[src/rtl/sa_w_arb_q.sv]
// sa_w_arb_q: registered write arbiter for the status array.
// Each source owns a one-entry slot; valid slots are arbitrated (strict priority or
// round-robin) into a single registered write port with backpressure.
// Optional feature: define SA_W_ARB_MERGE_EN to merge same-set pending slots into one write.
module sa_w_arb_q #(
    parameter int unsigned SET_ADDR_WIDTH = 4,
    parameter int unsigned NUM_WAYS       = 4,
    parameter int unsigned SA_WORD_WIDTH  = 8,
    parameter int unsigned NUM_SRC        = 2
) (
    input  logic                                i_clk,
    input  logic                                i_rst_n,
    input  logic [NUM_SRC*SET_ADDR_WIDTH-1:0]   i_src_set_addr,
    input  logic [NUM_SRC*SA_WORD_WIDTH-1:0]    i_src_data,
    input  logic [NUM_SRC*NUM_WAYS-1:0]         i_src_mask,
    input  logic [NUM_SRC-1:0]                  i_src_valid,
    output logic [NUM_SRC-1:0]                  o_src_ready,
    input  logic                                i_prio_mode,
    output logic [SET_ADDR_WIDTH-1:0]           o_w_set_addr,
    output logic [SA_WORD_WIDTH-1:0]            o_w_data,
    output logic [NUM_WAYS-1:0]                 o_w_mask,
    output logic                                o_w_valid,
    input  logic                                i_w_ready,
    output logic                                o_busy
);

    localparam int unsigned WAY_BITS = SA_WORD_WIDTH / NUM_WAYS;
    localparam int unsigned PTR_W    = (NUM_SRC > 1) ? $clog2(NUM_SRC) : 1;

    logic [NUM_SRC-1:0]                slot_valid_q, slot_valid_d;
    logic [NUM_SRC*SET_ADDR_WIDTH-1:0] slot_addr_q, slot_addr_d;
    logic [NUM_SRC*SA_WORD_WIDTH-1:0]  slot_data_q, slot_data_d;
    logic [NUM_SRC*NUM_WAYS-1:0]       slot_mask_q, slot_mask_d;
    logic                              out_valid_q, out_valid_d;
    logic [SET_ADDR_WIDTH-1:0]         out_addr_q, out_addr_d;
    logic [SA_WORD_WIDTH-1:0]          out_data_q, out_data_d;
    logic [NUM_WAYS-1:0]               out_mask_q, out_mask_d;
    logic [PTR_W-1:0]                  rr_ptr_q, rr_ptr_d;

    // Grant selection, optional merge, output load and slot capture
    always_comb begin
        int                        idx;
        int                        win;
        int                        start;
        logic                      found;
        logic                      load;
        logic [NUM_SRC-1:0]        take;
        logic [SET_ADDR_WIDTH-1:0] m_addr;
        logic [SA_WORD_WIDTH-1:0]  m_data;
        logic [NUM_WAYS-1:0]       m_mask;
        logic [NUM_WAYS-1:0]       in_mask;

        slot_valid_d = slot_valid_q;
        slot_addr_d  = slot_addr_q;
        slot_data_d  = slot_data_q;
        slot_mask_d  = slot_mask_q;
        out_valid_d  = out_valid_q;
        out_addr_d   = out_addr_q;
        out_data_d   = out_data_q;
        out_mask_d   = out_mask_q;
        rr_ptr_d     = rr_ptr_q;
        idx          = 0;
        win          = 0;
        found        = 1'b0;
        take         = '0;
        m_addr       = '0;
        m_data       = '0;
        m_mask       = '0;
        in_mask      = '0;
        start        = i_prio_mode ? 0 : int'(rr_ptr_q);
        load         = ~out_valid_q | i_w_ready;

        // First valid slot in priority order wins
        for (int i = 0; i < int'(NUM_SRC); i++) begin
            idx = start + i;
            if (idx >= int'(NUM_SRC)) idx = idx - int'(NUM_SRC);
            if (!found && slot_valid_q[idx]) begin
                found = 1'b1;
                win   = idx;
            end
        end
        if (found) m_addr = slot_addr_q[win*SET_ADDR_WIDTH +: SET_ADDR_WIDTH];

        // Walk in priority order so each way keeps the highest-priority contributor
        for (int i = 0; i < int'(NUM_SRC); i++) begin
            idx = start + i;
            if (idx >= int'(NUM_SRC)) idx = idx - int'(NUM_SRC);
`ifdef SA_W_ARB_MERGE_EN
            if (found && slot_valid_q[idx] &&
                slot_addr_q[idx*SET_ADDR_WIDTH +: SET_ADDR_WIDTH] == m_addr) begin
`else
            if (found && idx == win) begin
`endif
                take[idx] = 1'b1;
                for (int w = 0; w < int'(NUM_WAYS); w++) begin
                    if (slot_mask_q[idx*NUM_WAYS + w] && !m_mask[w]) begin
                        m_data[w*WAY_BITS +: WAY_BITS] =
                            slot_data_q[idx*SA_WORD_WIDTH + w*WAY_BITS +: WAY_BITS];
                    end
                end
                m_mask = m_mask | slot_mask_q[idx*NUM_WAYS +: NUM_WAYS];
            end
        end

        if (load) begin
            if (found) begin
                out_valid_d  = 1'b1;
                out_addr_d   = m_addr;
                out_data_d   = m_data;
                out_mask_d   = m_mask;
                slot_valid_d = slot_valid_q & ~take;
                if (!i_prio_mode) begin
                    rr_ptr_d = (win == int'(NUM_SRC) - 1) ? '0 : PTR_W'(win + 1);
                end
            end else begin
                out_valid_d = 1'b0;
            end
        end

        // Capture only into empty slots; an all-zero mask is accepted and dropped
        for (int k = 0; k < int'(NUM_SRC); k++) begin
            in_mask = i_src_mask[k*NUM_WAYS +: NUM_WAYS];
            if (i_src_valid[k] && !slot_valid_q[k] && (|in_mask)) begin
                slot_valid_d[k] = 1'b1;
                slot_addr_d[k*SET_ADDR_WIDTH +: SET_ADDR_WIDTH] =
                    i_src_set_addr[k*SET_ADDR_WIDTH +: SET_ADDR_WIDTH];
                slot_mask_d[k*NUM_WAYS +: NUM_WAYS] = in_mask;
                for (int w = 0; w < int'(NUM_WAYS); w++) begin
                    slot_data_d[k*SA_WORD_WIDTH + w*WAY_BITS +: WAY_BITS] = in_mask[w] ?
                        i_src_data[k*SA_WORD_WIDTH + w*WAY_BITS +: WAY_BITS] : '0;
                end
            end
        end
    end

    // State registers
    always_ff @(posedge i_clk or negedge i_rst_n) begin
        if (!i_rst_n) begin
            slot_valid_q <= '0;
            slot_addr_q  <= '0;
            slot_data_q  <= '0;
            slot_mask_q  <= '0;
            out_valid_q  <= 1'b0;
            out_addr_q   <= '0;
            out_data_q   <= '0;
            out_mask_q   <= '0;
            rr_ptr_q     <= '0;
        end else begin
            slot_valid_q <= slot_valid_d;
            slot_addr_q  <= slot_addr_d;
            slot_data_q  <= slot_data_d;
            slot_mask_q  <= slot_mask_d;
            out_valid_q  <= out_valid_d;
            out_addr_q   <= out_addr_d;
            out_data_q   <= out_data_d;
            out_mask_q   <= out_mask_d;
            rr_ptr_q     <= rr_ptr_d;
        end
    end

    assign o_src_ready  = ~slot_valid_q;
    assign o_w_valid    = out_valid_q;
    assign o_w_set_addr = out_addr_q;
    assign o_w_data     = out_data_q;
    assign o_w_mask     = out_mask_q;
    assign o_busy       = (|slot_valid_q) | out_valid_q;

endmodule

[config.mk]
export PLATFORM = sky130hd
export DESIGN_NAME = sa_w_arb_q
export DESIGN_NICKNAME = d
export VERILOG_FILES = /design/src/rtl/sa_w_arb_q.sv
export SDC_FILE = /design/constraint.sdc
export NUM_CORES = 1
export LEC_CHECK = 0
export CORE_ASPECT_RATIO = 0.6
export CORE_UTILIZATION = 40
export DETAILED_ROUTE_END_ITERATION = 10
export PLACE_DENSITY_LB_ADDON = 0.2
export SETUP_SLACK_MARGIN = 0.4
export SYNTH_ARGS = -nofsm -noshare
export SYNTH_HDL_FRONTEND = slang
export SYNTH_SLANG_ARGS = --single-unit
[constraint.sdc]
create_clock -name i_clk -period 1.9 [get_ports i_clk]
set_clock_uncertainty 0.1 [all_clocks]
set_input_delay 0.475 -clock i_clk [delete_from_list [all_inputs] [get_ports i_clk]]
set_output_delay 0.475 -clock i_clk [all_outputs]
set_load 0.01 [all_outputs]
# Yosys cells after proc, flatten, opt, wreduce, memory -nomap -nowiden
# Cells that the tools add are included.
# word_totals
output_inout_bits	20
in_bits	38
wordCells	158
reg_bits	52
# classes
add_sub_neg	16
bitwise_logic	9
n_lt_le_gt_ge	14
n_shift	11
n_eq_ne	3
n_reduce_logical	31
muxes	61
# ops
cell	n
$shiftx 16x33->2	8
$lt 32x4->1 const B	8
$add 32x2->32 const B	6
$add 32x3->32 const B	4
$mux 32	4
$shiftx 8x33->4	3
$add 32x1->32 const B	2
$eq 32x32->1	2
$ge 32x1->1 const B	2
$lt 32x3->1 const B	2
$mux 2	20
$eq 32x2->1 const B	1
$mux 1	25
$bmux 1 s3	6
$mux 8	2
$logic_and 1x1->1	13
$mux 4	2
$reduce_bool 2->1	4
$reduce_or 4->1	2
$logic_not 1->1	7
$reduce_and 2->1	3
$not 2->2	2
$or 4x4->4	1
$reduce_and 3->1	1
other kinds (12)	15

# Depth between registers and ports, before layout
# Gate-level depths: netlist (run 1).
# logic_depth
depth_word	20
ltp_mapped	6
depth_no_buf	4

# Least setup slack after synthesis (run 1)
# Ideal clock, no wire load.
# synth_timing
path_kind	input to register
start	input i_prio_mode
end	register out_data_q[3], in the netlist o_w_data[3]
n_path_buf	1
arrival_time_ps	1480
setup_slack_ps	224
setup_time_ps	95
t_required_ps	1705
stages	5
path_cell_list	nand2b_1 -> buf_4 -> mux2i_1 -> mux2_2 -> o31ai_1
# synth_between
elab_chain_cells	17
elab_cells_between_ends	43
classes_between	add/sub (7); order compare (2); eq/ne (2); shift (3); mux (22); reduce/logical (7)
# synth_lines
element	line	source
start: declaration	18	input logic i_prio_mode,
$mux 1 *	70	start = i_prio_mode ? 0 : int'(rr_ptr_q);
branches (longest 16 deep; another with $add 32x2->32)	--	
end signal: assignment	155	out_data_q <= out_data_d;
end: declaration	36	logic [SA_WORD_WIDTH-1:0] out_data_q, out_data_d;
# Mark *: on every way between the ends. The select of a mux whose other input is x is not followed.
# A chain may end at the register's enable or synchronous reset.

# Worst setup path in the final report (run 1)
# layout_timing
start	register slot_valid_q[1]
end	output o_busy
# layout_between
elab_chain_cells	2
# layout_lines
element	line	source
start: declaration	30	logic [NUM_SRC-1:0] slot_valid_q, slot_valid_d;
start signal: assignment	149	slot_valid_q <= slot_valid_d;
$reduce_or 2->1	166	assign o_busy = (|slot_valid_q) | out_valid_q;
$or 1x1->1	166	
end: declaration	24	output logic o_busy
# No other way between the ends.

==> reports/results.tsv, run 1 <==
metric	value	unit
drt_wl_total	8.00	mm
status	finished clean	
layout.nets	413	
synthToLayoutAreaGrowth	69.8	%
dieArea	6550	um2
drc	0	
place_inst	414	
crit_buf_inv	1	
synth_area_leader_cell	dfrtp_1	
leakage	2.01	nW
synthArstFlopShare	100	%
gp_congestion	0.758	
grt_start_max_net_pins	38	
crit_family	flip-flops	
rsz0062_at_grt	yes	
synth.most_common_cell	nand2_1	
cts_made_buffers	5	
synth_edf_count	0	
end_kind	output pin	
slowest_delay	0.43	ns
ys.flop_type	dfrtp_1	
synth_commonest_cells	nand2_1, dfrtp_1, mux2i_1	
wl_per_cell	17.6	um
switching_share	40.2	%
drive_gt1_share	46.3	%
clk_latency	0.32	ns
overflow	0	
diodes	0	
fp.dieH	63.1	um
pin_count	58	
ys_types	31	
ir_worst_vdd	729	uV
clkTransAtPathRegs	0.10	ns
cp.arrival	1.25	ns
fin_crit	1.82	ns
power	0.00688	W
syn_nets	294	
finalHoldViolations	0	
synth_area_per_cell	9.72	um2
fmax	549	MHz
path_cells	or3_4, buf_6	
start_util	43.1	%
fin_ws	0.0774	ns
grt_pass1_vias	2378	
synth.area.top_cells	dfrtp_1, nand2_1, mux2i_1, mux2_2, nand3_1	
whs	0.383	ns
pre_cts_ws	-0.359	ns
min_period_over_period	95.9	%
maxCapViolCount	0	
cts_sinks	52	
worstPathRequired	1.32	ns
grt_pass1_wl	12.3	mm
regArea	1300	um2
clk_path_buf_depth	2	
die_x	104	um
port_buffers	57	
multi_input_area	1520	um2
slew_headroom	63.8	%
path_max_fanout	2	
ys_ff_latch	52	
clockRootBuffer	clkbuf_8	
antenna_found_initial	0	
start_kind	register	
instances_no_fill	456	
power_frac_clock	12.4	%
fillCellCount	431	
crit_type	reg -> out	
vias_per_cell	5.27	
cts_max_level	2	
internal_power	0.00411	W
syn_inst	256	
comb_power_share	56.9	%
drv_slew	0	
dp_hpwl	4.84	mm
rrSetupSlack	0.10	ns
synthesis.area	2490	um2
worstMarginPinSlew	0.541	ns
netSwitchingPower	0.00276	W
grtUsageTotal	24.6	%
hp-class	reg -> reg	
core	5780	um2
std_cell_rows	21	
num_vias	2401	
worst_path_max_delay_cell	dfrtp_1	
drtPass1Iterations	4	
cts_tree	yes	
synth_top_area_share	52.3	%
setup_viol	0	
p_seq_share	30.7	%
yosysSeqAreaShare	52.3	%
ant_nets	0	
power_density	1630	nW/um2
drtIter0Drc	119	
ys.warnings.count	0	
## sequential cells by signal, summed over array words and instances, names as in the netlist
| register | count |
|---|---|
| slot_data_q | 16 |
| o_w_data | 8 |
| slot_addr_q | 8 |
| slot_mask_q | 8 |
| o_w_mask | 4 |
| o_w_set_addr | 4 |
| slot_valid_q | 2 |
| o_w_valid | 1 |
| rr_ptr_q | 1 |
## path summary, 6_finish.rpt
kind	startpoint	to	cells past startpoint
worst max-delay path	slot_valid_q[1]	o_busy	2
worst min-delay path	slot_addr_q[2]	slot_addr_q[2]	2
worst max register to register	slot_valid_q[1]	o_w_data[1]	7
worst min register to register	slot_addr_q[2]	slot_addr_q[2]	2
max in group asynchronous	i_rst_n	slot_data_q[8]	3
min in group asynchronous	i_rst_n	o_w_valid	2
## per-layer routing
layer	part of all wire [%]	global-route usage (%)
met3	5.8	5.07
met4	1.8	7.86
met2	46	38.3
met5	0	0
met1	46	34.5
## timing repair
action,CTS,global route
pin swaps,44,26
setup buffers,19,5
setup endpoints to repair,71,65
resized for setup,141,74
hold endpoints to repair,15,0
gates cloned,7,2
hold buffers,1,0
## cells by family after synthesis
logic type,after synthesis,share of synthesized area [%]
simple gates,125,20.7
buf+inv,13,2.71
mux,27,11.3
compound gates,39,13.1
flops,52,52.3
## power by group through the flow
stage	Sequential (W)	Combinational [W]	Clock (W)
floorplan	0.00198	0.00153	0
global placement	0.00199	0.00254	0
detailed placement	0.00201	0.00260	0
CTS	0.00202	0.00342	0.000846
global route	0.00217	0.00417	0.000898
finish	0.00211	0.00391	0.000849
## per-stage QoR
stage	instance area [um2]	utilization (%)	setup TNS [ns]
after CTS	4030	69.7	0
after detailed placement	3460	59.9	-5.87
after global routing	4230	73.1	0
final	4230	73.1	0
after floorplan	2630	-	0
after global placement	3460	59.9	-5.46
## cell type report
| cell class | instances | share of cell area (%) |
|---|---|---|
| repair buffers | 122 | 27.4 |
| well taps | 80 | 2.37 |
| inverters | 2 | 0.414 |
| clock inverters | 1 | 0.710 |
| flip-flops and latches | 52 | 30.8 |
| multi-input cells | 192 | 36.0 |
| clock buffers | 7 | 2.28 |
## worst min-delay path, cell delays in order, from the launching register on
cell and delay (ns):
dfrtp_1 0.36, nand2_1 0.05, nand2_1 0.05
## cell usage in the layout, fill, tap and decap left out, types with 3 or more instances in the layout
| cell | netlist | final |
|---|---|---|
| mux2_4 | 0 | 6 |
| o21ai_2 | 1 | 4 |
| clkdlybuf4s50_1 | 0 | 28 |
| buf_2 | 3 | 12 |
| a22o_1 | 4 | 4 |
| o31ai_2 | 0 | 3 |
| nand2_4 | 0 | 8 |
| dfrtp_1 | 52 | 52 |
| buf_8 | 0 | 3 |
| dlygate4sd2_1 | 0 | 5 |
| nand2_1 | 93 | 58 |
| buf_4 | 2 | 36 |
| a31oi_1 | 5 | 5 |
| mux2i_4 | 0 | 3 |
| nor2_4 | 0 | 4 |
| nor2_1 | 10 | 5 |
| mux2i_1 | 19 | 16 |
| clkbuf_8 | 0 | 7 |
| buf_6 | 1 | 21 |
| clkbuf_2 | 0 | 7 |
| nand2_2 | 0 | 27 |
| nand3_1 | 12 | 12 |
| buf_12 | 0 | 4 |
(Power assumes the default switching activity.)
==> inputs of run 2 (changes only) <==
--- a/config.mk
+++ b/config.mk
@@ -8,6 +8,7 @@
 export CORE_ASPECT_RATIO = 0.6
 export CORE_UTILIZATION = 40
 export DETAILED_ROUTE_END_ITERATION = 10
+export GPL_ROUTABILITY_DRIVEN = 0
 export PLACE_DENSITY_LB_ADDON = 0.2
 export SETUP_SLACK_MARGIN = 0.4
 export SYNTH_ARGS = -nofsm -noshare
==> results of run 2 <==
The final DEF is identical to that of run 1; final timing and power are the same.
